==> config.mk <==
export PLATFORM = sky130hd
export DESIGN_NAME = systolic_feed_ctrl
export DESIGN_NICKNAME = d
export VERILOG_FILES = /design/src/rtl/systolic_feed_ctrl.sv
export SDC_FILE = /design/constraint.sdc
export NUM_CORES = 1
export LEC_CHECK = 0
export BUFFER_PORTS_ARGS = -buffer_cell sky130_fd_sc_hd__buf_2
export CAP_MARGIN = 0
export CORE_ASPECT_RATIO = 0.6
export CORE_MARGIN = 2
export CORE_UTILIZATION = 47
export CTS_CLUSTER_DIAMETER = 30
export DETAILED_ROUTE_END_ITERATION = 12
export HOLD_SLACK_MARGIN = 0.03
export PLACE_DENSITY = 0.84
export SYNTH_ARGS = -nofsm -noshare
export SYNTH_HDL_FRONTEND = slang
export SYNTH_SLANG_ARGS = --single-unit
==> constraint.sdc <==
create_clock -name clk_i -period 4.76 [get_ports clk_i]
set_input_delay 0.476 -clock clk_i [delete_from_list [all_inputs] [get_ports clk_i]]
set_output_delay 0.476 -clock clk_i [all_outputs]
set_load 0.01 [all_outputs]
==> src/rtl/systolic_feed_ctrl.sv <==
// -----------------------------------------------------------------------------
// systolic_feed_ctrl
//
// Sequencer for an N x N output-stationary systolic array. A tile runs
// IDLE -> CLR -> FEED -> DRAIN -> DONE -> IDLE. CLR clears the PE accumulators,
// FEED issues the skewed per-row / per-column operand strobes (row i and
// column j start i resp. j cycles late), DRAIN keeps the array shifting until
// the last product has reached PE(N-1,N-1), and DONE pulses once.
//
// Ports
//   clk_i        rising-edge clock
//   rst_ni       asynchronous active-low reset
//   start_i      begin a tile (only looked at in IDLE)
//   hold_i       freeze sequencing in FEED/DRAIN
//   busy_o       high in CLR, FEED and DRAIN
//   done_o       one-cycle pulse in DONE
//   acc_clr_o    clear all PE accumulators (CLR only)
//   array_en_o   PE shift/accumulate enable
//   a_valid_o    bit i: row i A-operand injected this cycle
//   a_k_o        packed k index per row, row 0 in the LSBs
//   b_valid_o    bit j: column j B-operand injected this cycle
//   b_k_o        packed k index per column, column 0 in the LSBs
// -----------------------------------------------------------------------------
module systolic_feed_ctrl #(
   parameter int N      = 4,
   parameter int K      = 4,
   parameter int PE_LAT = 1,
   localparam int KW    = (K > 1) ? $clog2(K) : 1
) (
   input  logic            clk_i,
   input  logic            rst_ni,
   input  logic            start_i,
   input  logic            hold_i,
   output logic            busy_o,
   output logic            done_o,
   output logic            acc_clr_o,
   output logic            array_en_o,
   output logic [N-1:0]    a_valid_o,
   output logic [N*KW-1:0] a_k_o,
   output logic [N-1:0]    b_valid_o,
   output logic [N*KW-1:0] b_k_o
);

   localparam int FEED_LEN  = K + N - 1;
   localparam int DRAIN_LEN = N - 1 + PE_LAT;
   localparam int T_MAX     = (FEED_LEN > DRAIN_LEN) ? FEED_LEN : DRAIN_LEN;
   localparam int TW        = $clog2(T_MAX + 1);

   typedef enum logic [2:0] {
      S_IDLE,
      S_CLR,
      S_FEED,
      S_DRAIN,
      S_DONE
   } state_t;

   state_t          state_q, state_d;
   logic [TW-1:0]   t_q, t_d;

   logic            busy_q, busy_d;
   logic            done_q, done_d;
   logic            acc_clr_q, acc_clr_d;
   logic            en_q, en_d;
   logic [N-1:0]    lane_vld_q, lane_vld_d;
   logic [N*KW-1:0] lane_k_q, lane_k_d;
   logic            frz;
   int              ti;

   // Next state and cycle counter; the counter restarts on every state change.
   always_comb begin
      state_d = state_q;
      t_d     = t_q;
      unique case (state_q)
         S_IDLE: begin
            if (start_i) begin
               state_d = S_CLR;
               t_d     = '0;
            end
         end
         S_CLR: begin
            state_d = S_FEED;
            t_d     = '0;
         end
         S_FEED: begin
            if (!hold_i) begin
               if (t_q == TW'(FEED_LEN - 1)) begin
                  state_d = S_DRAIN;
                  t_d     = '0;
               end else begin
                  t_d = t_q + TW'(1);
               end
            end
         end
         S_DRAIN: begin
            if (!hold_i) begin
               if (t_q == TW'(DRAIN_LEN - 1)) begin
                  state_d = S_DONE;
                  t_d     = '0;
               end else begin
                  t_d = t_q + TW'(1);
               end
            end
         end
         S_DONE: begin
            state_d = S_IDLE;
            t_d     = '0;
         end
         default: begin
            state_d = S_IDLE;
            t_d     = '0;
         end
      endcase
   end

   // Output decode of the upcoming (state, t), so the outputs come straight
   // from flops. Rows and columns follow the same skew, so one lane vector
   // feeds both the A and B strobes.
   always_comb begin
      busy_d     = 1'b0;
      done_d     = 1'b0;
      acc_clr_d  = 1'b0;
      en_d       = 1'b0;
      lane_vld_d = '0;
      lane_k_d   = '0;
      ti         = 0;
      unique case (state_d)
         S_CLR: begin
            busy_d    = 1'b1;
            acc_clr_d = 1'b1;
         end
         S_FEED: begin
            busy_d = 1'b1;
            en_d   = 1'b1;
            for (int i = 0; i < N; i++) begin
               ti = int'(t_d) - i;
               if (ti >= 0 && ti < K) begin
                  lane_vld_d[i]           = 1'b1;
                  lane_k_d[i*KW +: KW]    = KW'(ti);
               end
            end
         end
         S_DRAIN: begin
            busy_d = 1'b1;
            en_d   = 1'b1;
         end
         S_DONE: begin
            done_d = 1'b1;
         end
         default: begin
            busy_d = 1'b0;
         end
      endcase
   end

   always_ff @(posedge clk_i or negedge rst_ni) begin
      if (!rst_ni) begin
         state_q    <= S_IDLE;
         t_q        <= '0;
         busy_q     <= 1'b0;
         done_q     <= 1'b0;
         acc_clr_q  <= 1'b0;
         en_q       <= 1'b0;
         lane_vld_q <= '0;
         lane_k_q   <= '0;
      end else begin
         state_q    <= state_d;
         t_q        <= t_d;
         busy_q     <= busy_d;
         done_q     <= done_d;
         acc_clr_q  <= acc_clr_d;
         en_q       <= en_d;
         lane_vld_q <= lane_vld_d;
         lane_k_q   <= lane_k_d;
      end
   end

   // A hold cycle must suppress the strobes of that same cycle; the frozen
   // state then re-presents them once hold drops, so nothing is lost or doubled.
   assign frz = hold_i && ((state_q == S_FEED) || (state_q == S_DRAIN));

   assign busy_o     = busy_q;
   assign done_o     = done_q;
   assign acc_clr_o  = acc_clr_q;
   assign array_en_o = en_q & ~frz;
   assign a_valid_o  = lane_vld_q & {N{~frz}};
   assign b_valid_o  = lane_vld_q & {N{~frz}};
   assign a_k_o      = lane_k_q;
   assign b_k_o      = lane_k_q;

endmodule

# Word level (Yosys, flattened, before mapping)
# Index checks and enable logic that the tools add are counted.
dict set report word_totals {
  reg_bits 22
  out_inout_bits 28
  input_bits 4
  word_cells 67
}
dict set report op_classes {
  mux 26
  magnitude_cmp 8
  n_reduce_logical 9
  n_bitwise 3
  eq_ne 9
  addsub 4
}
# op n
set op_table {}
lappend op_table {{$mux W3} 10}
lappend op_table {{$eq A3 B2 Y1 const B} 5}
lappend op_table {{$ge A4 B1 Y1 const B} 3}
lappend op_table {{$lt A4 B4 Y1 const B} 3}
lappend op_table {{$pmux W3 S4} 1}
lappend op_table {{$pmux W3 S3} 1}
lappend op_table {{$mux W1} 8}
lappend op_table {{$mux W2} 4}
lappend op_table {{$mux W8} 1}
lappend op_table {{$sub A3 B2 Y4 const B} 2}
lappend op_table {{$eq A3 B1 Y1 const B} 2}
lappend op_table {{$eq A3 B3 Y1 const B} 2}
lappend op_table {{$logic_and A1 B1 Y1} 5}
lappend op_table {{$and A4 B4 Y4} 1}
lappend op_table {{$mux W4} 1}
lappend op_table {{$sub A3 B1 Y4 const B} 1}
lappend op_table {{$add A3 B1 Y3 const B} 1}
lappend op_table {{$ge A3 B1 Y1 const B} 1}
lappend op_table {{$logic_not A3 Y1} 1}
lappend op_table {{$lt A3 B3 Y1 const B} 1}
lappend op_table {{$reduce_or A3 Y1} 1}
lappend op_table {{$reduce_or A2 Y1} 1}
lappend op_table {{$and A1 B1 Y1} 1}
lappend op_table {{$logic_or A1 B1 Y1} 1}
lappend op_table {{$not A1 Y1} 1}

# Longest topological paths before layout
# Gate-level depths: netlist of run 1.
dict set report logic_depth {
  depth_word 9
  depth_mapped 11
  mapped_depth_nobuf 11
}

# Least setup slack after synthesis of run 1
# No wires, ideal clock.
dict set report synth_timing {
  path_type {register -> register}
  from {register t_q[1]}
  to {register lane_k_q[7] (netlist: a_k_o[7])}
  t_required_ps 4689
  setup_slack_ps 2646
  path_buffers 0
  setup_ps 71
  period_less_slack_ps 2114
  path_stages_with_launch 10
  t_arrival_ps 2043
  cell_sequence {dfrtp_1 -> ha_1 -> ha_1 -> nor2_1 -> a221oi_1 -> o31a_1 -> ha_1 -> nand2_1 -> o32a_1 -> nor2_1}
}
dict set report synth_via {
  elab_chain_cells 9
  word_cells_on_any_way 21
  classes_between {2 x add/sub; 2 x order compare; 3 x eq/ne; 13 x mux; 1 x reduce/logical}
}
# element line
set synth_rtl {}
lappend synth_rtl {{start: declaration} 58} ;# logic [TW-1:0] t_q, t_d;
lappend synth_rtl {{start signal: assignment} 167} ;# t_q <= t_d;
lappend synth_rtl {{$add A3 B1 Y3, or another cell as far along} {90, 100}}
lappend synth_rtl {{$mux W3, on equally long branches} {96, 86}}
lappend synth_rtl {{$mux W3, on equally long branches} {95, 85}}
lappend synth_rtl {{$pmux W3 S3} 73} ;# unique case (state_q)
lappend synth_rtl {{$sub A3 B2 Y4} 135} ;# ti = int'(t_d) - i;
lappend synth_rtl {{$ge A4 B1 Y1 or $lt A4 B4 Y1 (tied branches)} 136} ;# if (ti >= 0 && ti < K) begin
lappend synth_rtl {{$logic_and A1 B1 Y1} 136}
lappend synth_rtl {{$mux W2} 136}
lappend synth_rtl {{$mux W8 *} 126} ;# unique case (state_d)
lappend synth_rtl {{via lane_k_d[7]} 65} ;# logic [N*KW-1:0] lane_k_q, lane_k_d;
lappend synth_rtl {{end signal: assignment} 173} ;# lane_k_q <= lane_k_d;
lappend synth_rtl {{end: declaration} 65}
# Mark *: on every way through the listed nets, which the timed path passes. The rest lies on a longest branch.

# Worst setup path after layout of run 1
# Same ends and word-level chain as after synthesis.

==> results.py, run 1 <==
metrics = {
    "outcome": {
        "status": "finished, final reports clean",
    },
    "pwr": {
        "p_switching_mw": 0.3973,
        "clockPowerShare": 0.179,
        "power_density_nw_per_um2": 713.2,
        "intPower_mw": 0.5620,
        "vdd_ir_drop_max_v": 0.0002905,
        "p_seq_frac": 0.312,
        "switching_share": 0.4142,
        "power_leakage_nw": 0.7298,
        "comb_power_share": 0.509,
    },
    "sta": {
        "rsz0062_at_grt": "no",
        "relSlewSlack": 0.6741,
        "finalHoldViolCount": 0,
        "fin_crit_sh": 0.5233,
        "setup_viol_count_final": 0,
        "worst_pin_slew_ns": 0.4888,
        "setup_tns_ns": 0,
        "clock.fmax_mhz": 401.5,
        "fin_crit_ns": 2.491,
        "drv_slew": 0,
        "final.setup_skew_ns": 0.002542,
    },
    "synth": {
        "synth_top_area_cell": "dfrtp_1",
        "syn_area_per_cell_um2": 10.13,
        "yosysTopAreaCellShare": 0.4569,
        "ys_ff_latch": 22,
        "synth_area_um2": 1205,
        "ys_types": 33,
        "ys_top_cells_by_area": "dfrtp_1 (46%), ha_1 (9.3%), buf_4 (7.5%)",
        "synth_warnings": 0,
        "seq_area_frac_synth": 0.4569,
        "synthCells": 119,
        "synth_nets": 132,
    },
    "clocking": {
        "cts_resized": 0,
        "cts_buffer_depth": 2,
        "postCtsHoldBufs": 0,
        "clock_latency_ns": 0.26,
        "htree_levels": 1,
        "clk_pin_slew_worst_paths_ns": 0.08,
        "post-cts-setup-buffer-count": 0,
        "cts_sinks": 22,
        "cts_buffers": 3,
        "root_buffer": "clkbuf_8",
        "cts_tree": "done",
    },
    "hold_path": {
        "hp-class": "in2async",
    },
    "setup_path": {
        "startpoint_type": "flip-flop",
        "crit_family": "compound AO/OA/AOI/OAI gates",
        "crit_buf_inv": 0,
        "cp_data_required_time_ns": 4.95,
        "cp_slowest_cell": "dfrtp_1",
        "worst-path-max-fanout": 6,
        "crit_chain": "ha_1, ha_1, nor2_1, a221oi_1, o31a_1, ha_1, nand2_1, o32a_1, nor2_1",
        "critical_path.max_stage_delay_ns": 0.43,
        "ff2ff_setup_slack_ns": 2.27,
        "worstSetupPathType": "reg2reg",
        "worst_path_most_repeated_cell": "ha_1",
        "cp.arrival_ns": 2.68,
        "end_kind": "flip-flop",
    },
    "global_routing": {
        "grt_start_max_net_pins": 23,
        "grt_pass1_wl_um": 3594,
        "grt_antenna_before_repair": 0,
        "grtUsageTotal": 0.1608,
        "grt_pass1_vias": 746,
        "overflow": 0,
    },
    "die": {
        "die_h_um": 43.22,
        "die_w_um": 69.37,
        "ios": 32,
        "die_area_um2": 2998,
        "initial_core_util": 0.4878,
        "num_rows": 14,
        "core_area_um2": 2470,
    },
    "placed_design": {
        "hpwlAfterDp_um": 1676,
        "gp_congestion": 0.9792,
        "portBuffers": 31,
    },
    "finish": {
        "fillers": 208,
        "num_antenna_cells": 0,
        "seqCellArea_um2": 550.5,
        "final_core_util": 0.5446,
        "nets": 151,
        "mostFrequentLayoutCells": "buf_2 (31), dfrtp_1 (22), nor2_1 (10), inv_1 (9), ha_1 (9)",
        "final_common_cell": "buf_2",
        "multi_input_area_um2": 494.2,
        "layout-drive-gt1-share": 0.2847,
        "area_growth_pct": 11.63,
    },
    "detailed_routing": {
        "first_pass_iters": 4,
        "ant_nets": 0,
        "post-route-drc-count": 0,
        "avgViaCountPerCell": 5.130,
        "wl_per_cell_um": 12.70,
        "totalWireLength_um": 2147,
        "vias": 867,
        "drtIter0Drc": 62,
    },
    "flow_run": {
        "maxCapViolCount": 0,
    },
}
layer usage:
layer  part of all wire  track usage
met5                  0            0
met4             0.0079      0.04706
met3              0.077      0.06413
met2               0.42       0.2327
met1               0.49       0.2226
state kept, by name, indices dropped and copies added (netlist names):
| signal | count |
|---|---|
| a_k_o | 8 |
| acc_clr_o | 1 |
| busy_o | 1 |
| done_o | 1 |
| en_q | 1 |
| lane_vld_q | 4 |
| state_q | 3 |
| t_q | 3 |
metrics by stage:
stage	hold WS (ns)	setup WS, ns	cells	power, mW	area (um2)
floorplan	0.1804	2.646	119	0.7015	1205
global placement	0.4567	2.368	165	0.7749	1274
detailed placement	0.4696	2.324	165	0.7893	1274
CTS	0.1777	2.306	169	0.9664	1345
global route	0.1988	2.176	169	1.040	1345
finish	0.1635	2.269	169	0.9593	1345
cells by family (layout without fill, tap and decap cells):
family / Yosys count / count (layout) / synth area share
simple gates: 41 / 41 / 0.1776
buf+inv: 26 / 44 / 0.1329
flops: 22 / 22 / 0.4569
compound gates: 19 / 19 / 0.1246
fa+ha+maj: 9 / 9 / 0.09346
xor+xnor: 2 / 2 / 0.01454
path summary, 6_finish.rpt:
path,to,startpoint,cells past startpoint
worst max-delay path,a_k_o[7],t_q[1],9
worst min-delay path,state_q[0],rst_ni,1
worst max register to register,a_k_o[7],t_q[1],9
worst min register to register,state_q[1],state_q[2],1
max in group asynchronous,lane_vld_q[1],rst_ni,1
min in group clk_i,done_o,hold_i,2
final cells by class:
class | instances | area share
flip-flops and latches | 22 | 0.4093
multi-input cells | 71 | 0.3674
repair buffers | 31 | 0.1153
clock buffers | 3 | 0.03070
well taps | 32 | 0.02977
inverters | 9 | 0.02512
clock inverters | 1 | 0.02233
synthesized netlist by cell type, drive strengths merged:
library cell,n
o21ai,2
or2,1
a22oi,1
nand3b,1
a2111oi,1
o31a,1
nor2b,2
and2b,1
a211oi,4
o32a,2
a21oi,3
buf,16
a22o,1
and3,1
clkbuf,1
and2,6
nand2,8
xor2,1
dfrtp,22
nand3,3
a21o,2
a221oi,1
inv,9
ha,9
nor2,10
nor3,6
xnor2,1
o211ai,1
nand2b,2
power by group through the flow:
stage	Combinational, mW	Sequential, mW	Clock [mW]
floorplan	0.410	0.291	0
global placement	0.475	0.300	0
detailed placement	0.486	0.303	0
CTS	0.490	0.299	0.177
global route	0.546	0.308	0.186
finish	0.489	0.299	0.172
Power figures use the tool's default switching activity.
==> run 2: changes to the inputs <==
--- a/config.mk
+++ b/config.mk
@@ -5,6 +5,7 @@
 export SDC_FILE = /design/constraint.sdc
 export NUM_CORES = 1
 export LEC_CHECK = 0
+export ABC_AREA = 1
 export BUFFER_PORTS_ARGS = -buffer_cell sky130_fd_sc_hd__buf_2
 export CAP_MARGIN = 0
 export CORE_ASPECT_RATIO = 0.6
==> constraint.sdc (replaced) <==
create_clock -name clk_i -period 2.5 [get_ports clk_i]
set_input_delay 0.25 -clock clk_i [delete_from_list [all_inputs] [get_ports clk_i]]
set_output_delay 0.25 -clock clk_i [all_outputs]
set_load 0.01 [all_outputs]
==> run 2 against run 1 <==
First-iteration DRC count decreased by 19%. Sequential share of layout area fell by 1.7 points. Hold slack better by 0.16 ns. Largest power group unchanged. Core utilization is 1.9 points higher. Register-to-register slack worse by 2.0 ns. Power up 92%. Cell area up 4.3%. Final cell count up 18%. Wire length grew 16%. Global-route usage is 1.2 points higher. Sequential power rose by 81%.
==> results.py, run 2 <==
metrics = {
    "detailed_routing": {
        "avgViaCountPerCell": 4.765,
        "wl_per_cell_um": 12.49,
        "vias": 953,
        "post-route-drc-count": 0,
        "ant_nets": 0,
        "drtIter0Drc": 50,
        "first_pass_iters": 4,
        "totalWireLength_um": 2498,
    },
    "clocking": {
        "cts_tree": "done",
        "post-cts-setup-buffer-count": 0,
        "root_buffer": "clkbuf_8",
        "htree_levels": 1,
        "cts_buffer_depth": 2,
        "clock_latency_ns": 0.26,
        "clk_pin_slew_worst_paths_ns": 0.08,
        "cts_sinks": 22,
        "cts_buffers": 3,
    },
    "pwr": {
        "power_leakage_nw": 0.8887,
        "totalPowerFinal_mw": 1.838,
        "power_density_nw_per_um2": 1310,
        "vdd_ir_drop_max_v": 0.0006357,
    },
    "flow_run": {
        "maxCapViolCount": 0,
    },
    "sta": {
        "clock.fmax_mhz": 457.0,
        "setup_tns_ns": 0,
        "final.setup_skew_ns": 0.01166,
        "rsz0062_at_grt": "no",
        "worst_pin_slew_ns": 0.5247,
        "fin_crit_ns": 2.188,
        "drv_slew": 0,
        "relSlewSlack": 0.6497,
        "setup_viol_count_final": 0,
        "finalHoldViolCount": 0,
        "fin_crit_sh": 0.8753,
    },
    "setup_path": {
        "worst-path-max-fanout": 6,
        "startpoint_type": "flip-flop",
        "crit_chain": "ha_1, ha_1, o21ai_0, nand3_1, o311ai_2, inv_1, ha_1, inv_1, nand2_1, nand2_1, nand3_2, nor2_1",
        "rr_startpoint": "t_q[0]",
        "cp.arrival_ns": 2.39,
        "critical_path.max_stage_delay_ns": 0.42,
        "worstSetupEndpoint": "a_k_o[3]",
        "crit_start": "t_q[0]",
        "worst_path_most_repeated_cell": "ha_1",
        "path_depth": 12,
        "r2r_cells": 12,
        "worstSetupPathType": "reg2reg",
        "end_kind": "flip-flop",
        "cp_data_required_time_ns": 2.70,
        "cp_slowest_cell": "dfrtp_1",
        "crit_buf_inv": 2,
        "rr_endpoint": "a_k_o[3]",
        "ff2ff_setup_slack_ns": 0.31,
        "crit_family": "adder cells",
    },
    "finish": {
        "layout-drive-gt1-share": 0.3155,
        "mostFrequentLayoutCells": "buf_2 (31), nand2_1 (30), inv_1 (25), dfrtp_1 (22), nor2_1 (12)",
        "num_antenna_cells": 0,
        "area_growth_pct": 14.50,
        "largest_reg_flops": 8,
        "final_common_cell": "buf_2",
        "fin_area_um2": 1403,
        "final_core_util": 0.5639,
        "nets": 182,
    },
    "placed_design": {
        "portBuffers": 31,
        "gp_congestion": 0.9276,
        "hpwlAfterDp_um": 1987,
        "post_dp_cell_area_um2": 1330,
    },
    "synth": {
        "seq_area_frac_synth": 0.4494,
        "synth_edf_count": 0,
        "synth_nets": 157,
        "synth_top_cells_by_count": "nand2_1 (30), inv_1 (25), dfrtp_1 (22)",
        "ys_ff_latch": 22,
        "ys_top_cells_by_area": "dfrtp_1 (45%), ha_1 (9.2%), nand2_1 (9.2%)",
        "yosysMostFrequentCell": "nand2_1",
        "synth_area_um2": 1225,
        "ys.flop_type": "dfrtp_1",
        "synth_warnings": 0,
        "ys_types": 16,
        "syn_area_per_cell_um2": 8.506,
        "yosysTopAreaCellShare": 0.4494,
        "synth_top_area_cell": "dfrtp_1",
        "synthCells": 144,
        "synthArstFlopShare": 1.000,
    },
    "global_routing": {
        "overflow": 0,
        "grt_pass1_wl_um": 4029,
        "grt_pass1_vias": 880,
        "grt_start_max_net_pins": 23,
        "grt_antenna_before_repair": 0,
        "grtUsageTotal": 0.1732,
    },
    "die": {
        "die_area_um2": 3044,
        "ios": 32,
        "initial_core_util": 0.4925,
        "die_w_um": 69.91,
        "core_area_um2": 2487,
        "die_h_um": 43.55,
        "num_rows": 14,
    },
    "outcome": {
        "status": "finished, final reports clean",
    },
    "hold_path": {
        "hp-class": "in2reg",
    },
}
run 2: changes by cell type after synthesis, moves of 4 or more:
cell / delta
nand3_2: +6
nand3_1: +7
and2_1: -6
nor3_1: -5
inv_2: +6
inv_1: +16
a211oi_1: -4
nand2_1: +22
run 2: logic make-up (layout without fill, tap and decap cells):
kind of cell	Yosys count	after routing	share of synthesized area
AND/OR/NAND/NOR	66	66	0.2707
buffers and inverters	43	67	0.1685
adder cells (fa/ha/maj)	9	9	0.09193
flip-flops	22	22	0.4494
AO/OA/AOI/OAI	4	4	0.01941
run 2: how the worst min path moves through the flow:
| stage | startpoint | endpoint | slack, ns | cells after the start |
|---|---|---|---|---|
| 5_1_grt | start_i | acc_clr_o | 0.33 | 3 |
| 3_3_place_gp | rst_ni | done_o | 0.22 | 1 |
| 6_report | start_i | acc_clr_o | 0.32 | 3 |
| 3_5_place_dp | rst_ni | busy_o | 0.24 | 1 |
| 2_1_floorplan | rst_ni | a_k_o[0] | -0.05 | 0 |
| 4_1_cts | start_i | acc_clr_o | 0.30 | 3 |
run 2: routing by layer:
metal	vias up	routed length, um	GRT usage
li1	472	-	-
met1	428	1090	0.2259
met2	47	1141	0.2705
met3	6	229	0.07674
met4	0	36	0.04231
met5	-	0	0
run 2: final cells by class:
type / count / area [um2]
fillers: 220 / 1085
repair buffers: 32 / 165.2
well taps: 32 / 40.04
flip-flops and latches: 22 / 550.5
inverters: 31 / 116.4
multi-input cells: 79 / 475.5
clock buffers: 4 / 55.05
run 2: worst min-delay path, cell delays in order:
cell,delay (ns)
buf_2,0.12
nand2_1,0.11
inv_1,0.07
run 2: what timing repair did:
item / 4_1_cts / 5_1_grt
hold buffers: 1 / 0
hold endpoints to repair: 22 / 0
endpoints found under the setup margin: 0 / 3
resized for setup: 0 / 1
run 2: report_power, final:
| part | switching [mW] | total [mW] | internal, mW |
|---|---|---|---|
| combinational | 0.686 | 1.05 | 0.360 |
| sequential | 0.0646 | 0.541 | 0.476 |
| clock | 0.111 | 0.251 | 0.140 |
| total | 0.861 | 1.84 | 0.977 |
run 2: stage by stage:
step	hold slack (ns)	std cells	worst slack, ns
global placement	0.2239	195	0.4488
detailed placement	0.2362	195	0.2680
finish	0.3189	200	0.3117
CTS	0.2997	200	0.2326
floorplan	-0.04559	144	0.5833
global route	0.3316	200	0.06608
==> run 3: changes to the inputs <==
--- a/config.mk
+++ b/config.mk
@@ -9,12 +9,12 @@
 export BUFFER_PORTS_ARGS = -buffer_cell sky130_fd_sc_hd__buf_2
 export CAP_MARGIN = 0
 export CORE_ASPECT_RATIO = 0.6
-export CORE_MARGIN = 2
 export CORE_UTILIZATION = 47
 export CTS_CLUSTER_DIAMETER = 30
 export DETAILED_ROUTE_END_ITERATION = 12
 export HOLD_SLACK_MARGIN = 0.03
 export PLACE_DENSITY = 0.84
+export RECOVER_POWER = 100
 export SYNTH_ARGS = -nofsm -noshare
 export SYNTH_HDL_FRONTEND = slang
 export SYNTH_SLANG_ARGS = --single-unit
==> run 3 against run 2 <==
Combinational power down 6%. Sequential power about the same. Clock-buffer cell count unchanged. Power is 3.1% lower. Register-to-register slack worse by 0.12 ns. Wire length decreased by 0.32%. Clock power grew 2%. Fmax decreased by 5.3%. Flip-flop and latch count unchanged. Largest power group unchanged. Highest routed layer is now met3.
==> results.py, run 3 (synthesis results as in run 2) <==
metrics = {
    "outcome": {
        "status": "finished, final reports clean",
    },
    "finish": {
        "layout-drive-gt1-share": 0.1071,
        "multi_input_area_um2": 455.4,
        "nets": 182,
        "final_common_cell": "nand2_1",
        "instances_no_fill": 198,
        "fillers": 236,
        "area_growth_pct": 9.806,
        "seqCellArea_um2": 550.5,
        "num_antenna_cells": 0,
        "mostFrequentLayoutCells": "nand2_1 (30), inv_1 (28), clkbuf_1 (28), dfrtp_1 (22), nand3_1 (14)",
        "largest_reg_flops": 8,
    },
    "die": {
        "num_rows": 13,
        "initial_core_util": 0.5303,
        "core_area_um2": 2310,
        "die_h_um": 41.55,
        "ios": 32,
        "die_w_um": 67.91,
        "die_area_um2": 2821,
    },
    "setup_path": {
        "end_kind": "flip-flop",
        "crit_buf_inv": 2,
        "startpoint_type": "flip-flop",
        "worst-path-max-fanout": 6,
        "worst_path_most_repeated_cell": "ha_1",
        "crit_chain": "ha_1, ha_1, o21ai_0, nand3_1, nand3_1, inv_1, ha_1, inv_1, nand2_1, nand2_1, nand3_2, nor2_1",
        "crit_family": "adder cells",
        "cp_data_required_time_ns": 2.68,
        "cp.arrival_ns": 2.49,
        "cp_slowest_cell": "dfrtp_1",
        "critical_path.max_stage_delay_ns": 0.41,
        "worstSetupPathType": "reg2reg",
    },
    "detailed_routing": {
        "avgViaCountPerCell": 4.793,
        "totalWireLength_um": 2490,
        "post-route-drc-count": 0,
        "wl_per_cell_um": 12.58,
        "drtIter0Drc": 52,
        "vias": 949,
        "ant_nets": 0,
        "first_pass_iters": 4,
    },
    "clocking": {
        "cts_buffer_depth": 2,
        "clk_pin_slew_worst_paths_ns": 0.08,
        "clock_latency_ns": 0.26,
        "cts_tree": "done",
        "cts_buffers": 3,
        "root_buffer": "clkbuf_8",
        "cts_sinks": 22,
        "htree_levels": 1,
    },
    "sta": {
        "final.setup_skew_ns": 0.005998,
        "fin_crit_ns": 2.310,
        "finalHoldViolCount": 0,
        "clock.fmax_mhz": 433.0,
        "worst_pin_slew_ns": 1.203,
        "setup_viol_count_final": 0,
        "setup_tns_ns": 0,
        "relSlewSlack": 0.1982,
        "rsz0062_at_grt": "no",
        "fin_crit_sh": 0.9239,
        "drv_slew": 0,
    },
    "placed_design": {
        "dp.cells": 193,
        "gp_congestion": 0.8280,
        "portBuffers": 31,
        "hpwlAfterDp_um": 1924,
    },
    "pwr": {
        "power_density_nw_per_um2": 1324,
        "totalPowerFinal_mw": 1.781,
        "vdd_ir_drop_max_v": 0.0007987,
        "power_leakage_nw": 0.7694,
    },
    "global_routing": {
        "grt_pass1_vias": 889,
        "met3_usage": 0.07143,
        "grtUsageTotal": 0.2026,
        "grt_start_max_net_pins": 23,
        "grt_use_met1": 0.2915,
        "grtUsageMet2": 0.3109,
        "grt_pass1_wl_um": 4202,
        "grt_antenna_before_repair": 0,
        "overflow": 0,
        "top_usage_layer": "met2",
    },
    "hold_path": {
        "hp-class": "in2reg",
    },
    "flow_run": {
        "maxCapViolCount": 0,
    },
}
[run 3: changes by cell type in the layout (fill, tap and decap cells not counted), sizes merged]
cell / change
buf: -28
clkbuf: +28
[run 3: worst reg2reg max path, stage by stage, from the launching register on]
cell and delay [ns]:
dfrtp_1 0.41, ha_1 0.24, ha_1 0.24, o21ai_0 0.18, nand3_1 0.11, nand3_1 0.23, inv_1 0.18, ha_1 0.25
inv_1 0.05, nand2_1 0.04, nand2_1 0.07, nand3_2 0.09, nor2_1 0.14
[run 3: where the power goes]
part | internal (mW) | switching, mW
registers | 0.476 | 0.0672
logic | 0.317 | 0.665
clock network | 0.140 | 0.115
total | 0.933 | 0.848
[run 3: final timing paths]
check	cells after the start	slack, ns	end	start
max in group asynchronous	2	1.03	a_k_o[0]	rst_ni
min	3	0.30	acc_clr_o	start_i
max reg2reg	12	0.19	a_k_o[2]	t_q[0]
min in group asynchronous	2	0.76	a_k_o[2]	rst_ni
min reg2reg	1	0.53	state_q[2]	state_q[2]
max	12	0.19	a_k_o[2]	t_q[0]
[run 3: through the flow]
stage,hold WS [ns],cell area (um2),worst slack (ns),utilization
global placement,0.2245,1328,0.4436,0.5748
detailed placement,0.2414,1328,0.2188,0.5748
global route,0.3009,1345,0.02832,0.5823
finish,0.3047,1345,0.1903,0.5823
floorplan,-0.04559,1225,0.5833,-
CTS,0.3018,1393,0.1978,0.6029
[run 3: what timing repair did]
action / 4_1_cts / 5_1_grt
hold buffers: 1 / 0
endpoints found under the setup margin: 0 / 3
gates resized for setup: 0 / 1
hold endpoints to repair: 22 / 0
buffers inserted: 0 / 0
[run 3: layer usage]
layer  routed length [um]  share of wire  up-vias
li1                     -              -      472
met4                    0              0        0
met5                    0              0        -
met2                 1079           0.43       29
met3                  131          0.053        0
met1                 1279           0.51      448
[run 3: area by class of cell]
| type | instances | share of cell area |
|---|---|---|
| inverters | 31 | 0.08651 |
| multi-input cells | 79 | 0.3386 |
| repair buffers | 32 | 0.09674 |
| clock buffers | 4 | 0.04093 |
| flip-flops and latches | 22 | 0.4093 |
| well taps | 30 | 0.02791 |
